File: src/rtl/rs_pkg.sv
// rs_pkg: GF(2^m) arithmetic helpers and sizing functions for the RS checker
package rs_pkg;

  function automatic logic [31:0] gf_mul(input logic [31:0] a, input logic [31:0] b,
                                         input int w, input logic [31:0] poly);
    logic [31:0] p, x, bb;
    p = '0;
    x = a;
    bb = b;
    for (int i = 0; i < 32; i++) begin
      if (i < w) begin
        if (bb[0]) p = p ^ x;
        bb = bb >> 1;
        x = x << 1;
        if ((x >> w) != 0) x = x ^ poly;
      end
    end
    return p;
  endfunction

  function automatic logic [31:0] gf_pow_alpha(input int e, input int w, input logic [31:0] poly);
    logic [31:0] r;
    r = 32'd1;
    for (int i = 0; i < e; i++) r = gf_mul(r, 32'd2, w, poly);
    return r;
  endfunction

  function automatic int t_of(input int n, input int k);
    return (n - k) / 2;
  endfunction

  function automatic int idx_w(input int n);
    return n > 1 ? $clog2(n) : 1;
  endfunction

endpackage

File: src/rtl/rs_syndrome_engine.sv
// rs_syndrome_engine: 2T Horner syndrome registers; nz flags a nonzero syndrome including the current symbol
module rs_syndrome_engine
  import rs_pkg::*;
#(
  parameter int SYM_W     = 8,
  parameter int N         = 255,
  parameter int K         = 239,
  parameter int PRIM_POLY = 'h11D,
  parameter int FCR       = 0
) (
  input  logic             clk,
  input  logic             reset,
  input  logic             clr,
  input  logic             en,
  input  logic [SYM_W-1:0] din,
  output logic             nz
);
  localparam int NS = 2 * t_of(N, K);
  logic [SYM_W-1:0] s     [NS];
  logic [SYM_W-1:0] s_nxt [NS];
  logic [NS-1:0]    nzv;
  for (genvar j = 0; j < NS; j++) begin : g_s
    localparam logic [31:0] A = gf_pow_alpha(FCR + j, SYM_W, 32'(PRIM_POLY));
    assign s_nxt[j] = SYM_W'(gf_mul(32'(s[j]), A, SYM_W, 32'(PRIM_POLY))) ^ din;
    assign nzv[j] = |s_nxt[j];
    // clear wins over enable so the next codeword starts from zero
    always_ff @(posedge clk or negedge reset)
      if (!reset) s[j] <= '0;
      else if (clr) s[j] <= '0;
      else if (en) s[j] <= s_nxt[j];
  end
  assign nz = |nzv;
endmodule

File: config.mk
export PLATFORM = sky130hd
export DESIGN_NAME = rs_syndrome_engine
export DESIGN_NICKNAME = d
export VERILOG_FILES = /design/src/rtl/rs_pkg.sv /design/src/rtl/rs_syndrome_engine.sv
export SDC_FILE = /design/constraint.sdc
export NUM_CORES = 1
export LEC_CHECK = 0
export CORE_UTILIZATION = 46
export DETAILED_ROUTE_END_ITERATION = 16
export PLACE_DENSITY_LB_ADDON = 0.12
export SYNTH_ARGS = -nofsm -noshare
export SYNTH_HDL_FRONTEND = slang
export SYNTH_SLANG_ARGS = --single-unit
File: constraint.sdc
create_clock -name clk -period 4.28 [get_ports clk]
set_input_delay 0.642 -clock clk [delete_from_list [all_inputs] [get_ports clk]]
set_output_delay 0.642 -clock clk [all_outputs]
set_load 0.05 [all_outputs]
Yosys cells after proc, flatten, opt, wreduce, memory -nomap -nowiden
Cells that the tools add are included.

Word-level logic and storage cells: 293. Output and inout port bits: 1. Input bits: 12. Register bits: 128.

Reduce and logical (&&, ||, !) cells: 60. Muxes and demuxes: 105. Bitwise logic cells: 112.

Operators by type and width (count): nonzero test 32 bit (58); 2-to-1 mux 9 bit (58); XOR 8 bit (39); inverter 5 bit (58); 2-to-1 mux 8 bit (32); OR reduction 128 bit (1); 2-to-1 mux 5 bit (15); inverter 4 bit (15); nonzero test 2 bit (1).

Logic depth before layout (Yosys ltp)
Word-level depth: 18. Gate-level depth with buffers: 9. Depth with buffers taken out: 6.

Worst setup path before layout
OpenSTA, ideal clock, no wires.

Path type: input -> output. Start point: input din[7]. End point: output nz. Stages: 7. Setup slack: 0.906 ns. Arrival time: 2.732 ns. Path buffers: 1. Data required time: 3.638 ns. Cell sequence: clkbuf_1 xnor3_1 xnor2_1 or4_1 nor4_1 o2111a_1 nand4_1.

Cells in the longest elaborated chain, start to end: 2. Elaborated cells on any way between the ends: 17. Those cells by class: bitwise: 16; reduce/logical: 1.

Ends and longest elaborated chain: start, declared (RTL line rs_syndrome_engine.sv:15) `input logic [SYM_W-1:0] din,`; XOR 8 bit (RTL line rs_syndrome_engine.sv:24) `assign s_nxt[j] = SYM_W'(gf_mul(32'(s[j]), A, SYM_W, 32'(PRIM_POLY))) ^ din;`; OR reduction 128 bit * (RTL line rs_syndrome_engine.sv:32) `assign nz = |nzv;`; end, declared (RTL line rs_syndrome_engine.sv:16) `output logic nz`.

Every way passes the cells marked *; elsewhere a longest branch is shown, timed or not.

Worst setup path in the final report
Start point: input din[0]. End point: output nz.

Same word-level chain as after synthesis.

==> results.md <==
* Status: finished, final reports clean
* Register with the most flip-flops: s
* Starting Density at 47.3%
* First-pass GRT wire length at 38.1 mm
* Mapped Cells at 949
* Max Clk Rate at 248 MHz
* Max reg flops at 128
* Via Count at 6,322
* Clock share of power at 17.5%
* HP Class: input port to asynchronous set/reset pin
* PD cells at 805 nW/um2
* Area Overhead vs Synth at 9.76%
* Count of unique library cells instantiated by Yosys at 44
* Fin crit period at 4040 ps
* Leak at 4.33 nW
* Net Sw Power at 3.44 mW
* Reg2reg setup slack at 2480 ps
* Worst skew pair latency at 440 ps
* # fillers at 1,798
* Setup WS pre-CTS at 241 ps
* Sw frac at 42.0%
* Worst setup SP type: input port
* Sequential share of power at 26.0%
* Slew @ Worst Pin at 969 ps
* Top cells by count, synth: xnor2_1, nor2_1, dfrtp_1
* Regs by FF count: s (128)
* Slew headroom at 35.3%
* Crit path arrival time at 3390 ps
* Max Cap Violations at 0
* Antenna violations before repair at 2
* Clock buffer count from CTS at 17
* DP HPWL at 16.6 mm
* RSZ-0062 raised after global routing: no
* Number of global-route vias before repair at 6,277
* Worst-case reg-to-reg path depth at 6
* Final setup margin at 244 ps
* Hold Vio Cnt, Final at 0
* FF-to-FF Start: s[7]$_DFFE_PN0P_
* Max IR drop VDD at 0.000310 V
* Register bit count reported by yosys at 128
* Port Buffers at 12
* Synth warnings at 0
* Final Util at 51.9%
* Largest net degree at the start of global routing at 93
* Top_reg_cell synth: dfrtp_1
* Finished Cell Area at 10,200 um2
* Syn Std Cell Area at 9270 um2
* Worst-path clk slew at 60 ps
* Total track usage at 25.6%
* Ports at 13
* Final WL at 24.4 mm
* Fin. max-slew vios at 0
* Root Buffer: clkbuf_16
* CTS Sinks at 128
* Die Y at 144 um
* Crit end category: output pin
* Routability cong. at 0.862
* Largest cells by area after synthesis: dfrtp_1, xnor2_1, xnor3_1
* Row Count at 51
* Via/cell ratio at 5.25
* Syn avg cell area at 9.76 um2
* Clk_skew at 8.60 ps
* DIE AREA at 20,700 um2
* Number of flops mapped to enable cells by yosys at 0
* Drt pass-1 iters at 5
* GRT overflow at 0
* Post-synth top area cell: dfrtp_1
* DP Area at 9600 um2
* Setup TNS at 0 ps
* Initial DRC count at 451
* Core box area at 19,600 um2
* Max Root-Sink Buffers at 2
* Post-synthesis sequential area ratio at 34.6%
* DRC violations left at 0
* Post-CTS Repair Setup Buffers at 0
* Worst reg2reg endpoint: s[6]$_DFFE_PN0P_
* CP required at 3640 ps
* Combinational power share at 56.5%
* Share of post-route cells with drive strength above 1 at 6.72%
* P_int at 4.75 mW
* Hold slack at 318 ps
* Routed len/inst at 20.2 um
* Mapped Nets at 961
* Crit-path max FO at 10
* Die width at 144 um
* Post-cts resize count at 0
* CTS Hold Bufs at 0
* Setup Viol. Count Final at 0
* Type of the worst setup path: input port to output pin
* H-tree depth at 4
* Final worst path period share at 94.3%
* Clock tree from TritonCTS: done
* Nets at 937
* Most frequent cell after synthesis: xnor2_1
* Antenna viol nets, final at 0
* Async set-reset flop share out of synthesis at 100%
* Synth top area share at 34.6%
-- cell families after synthesis --
kind of cell	synth area share, %
AO/OA/AOI/OAI	6.08
XOR/XNOR	40.0
buffers and inverters	3.73
flip-flops	34.6
multiplexers	2.05
AND/OR/NAND/NOR	13.6
-- final cells by class --
type	instances	area [um2]	area share, %
multi-input combinational	737	5720	56.2
sequential	128	3200	31.5
clock buffer	22	454	4.47
timing repair buffer	39	342	3.36
tap	265	332	3.26
clock inverter	10	113	1.11
inverter	2	7.51	0.0738
antenna	1	2.50	0.0246
-- power groups by stage --
stage	registers [mW]	logic, mW	clock network (mW)
after detailed placement	2.14	4.58	0
after global routing	2.18	5.01	1.52
after global placement	2.14	4.61	0
after floorplan	1.85	3.78	0
final	2.13	4.63	1.43
after CTS	2.12	4.63	1.46
-- metal layers --
| metal | GRT usage, % | up-vias | wire length [um] |
|---|---|---|---|
| li1 | - | 3072 | - |
| met1 | 36.4 | 3113 | 12000 |
| met2 | 38.7 | 107 | 11000 |
| met3 | 5.30 | 30 | 941 |
| met4 | 7.78 | 0 | 435 |
| met5 | 0 | - | 0 |
-- metrics by stage --
stage	total power, mW	instances
2_1_floorplan	5.63	949
3_3_place_gp	6.75	1171
3_5_place_dp	6.72	1171
4_1_cts	8.21	1203
5_1_grt	8.70	1203
6_report	8.19	1204
-- critical path, stage by stage --
cell and delay, ps:
clkdlybuf4s50_1 790, buf_4 300, xnor2_1 160, nand2_1 110, nor4_1 380, nand4_1 170
nor4_1 370, nand4_1 210, buf_4 250
-- worst max-delay path by stage --
| stage | from | end | cells after the start |
|---|---|---|---|
| after floorplan | din[7] | nz | 7 |
| after global placement | din[0] | nz | 9 |
| after detailed placement | din[0] | nz | 9 |
| after CTS | din[0] | nz | 9 |
| after global routing | din[0] | nz | 9 |
| final | din[0] | nz | 9 |
-- layout by cell type, fill, tap and decap left out, drive strengths merged, types with 7 or more instances in the layout --
master	Yosys	layout
xnor2	241	241
nor2	147	147
dfrtp	128	128
xor2	73	73
nand2	47	47
a211oi	37	37
xnor3	36	36
buf	21	31
nor3	24	24
clkbuf	61	22
mux2i	19	19
o21ai	13	13
nand4	10	10
or3	9	9
nor4	9	9
a21oi	9	9
and3	8	8
clkdlybuf4s50	0	8
nor2b	7	7
No activity file was read; power rests on OpenSTA's default activity.
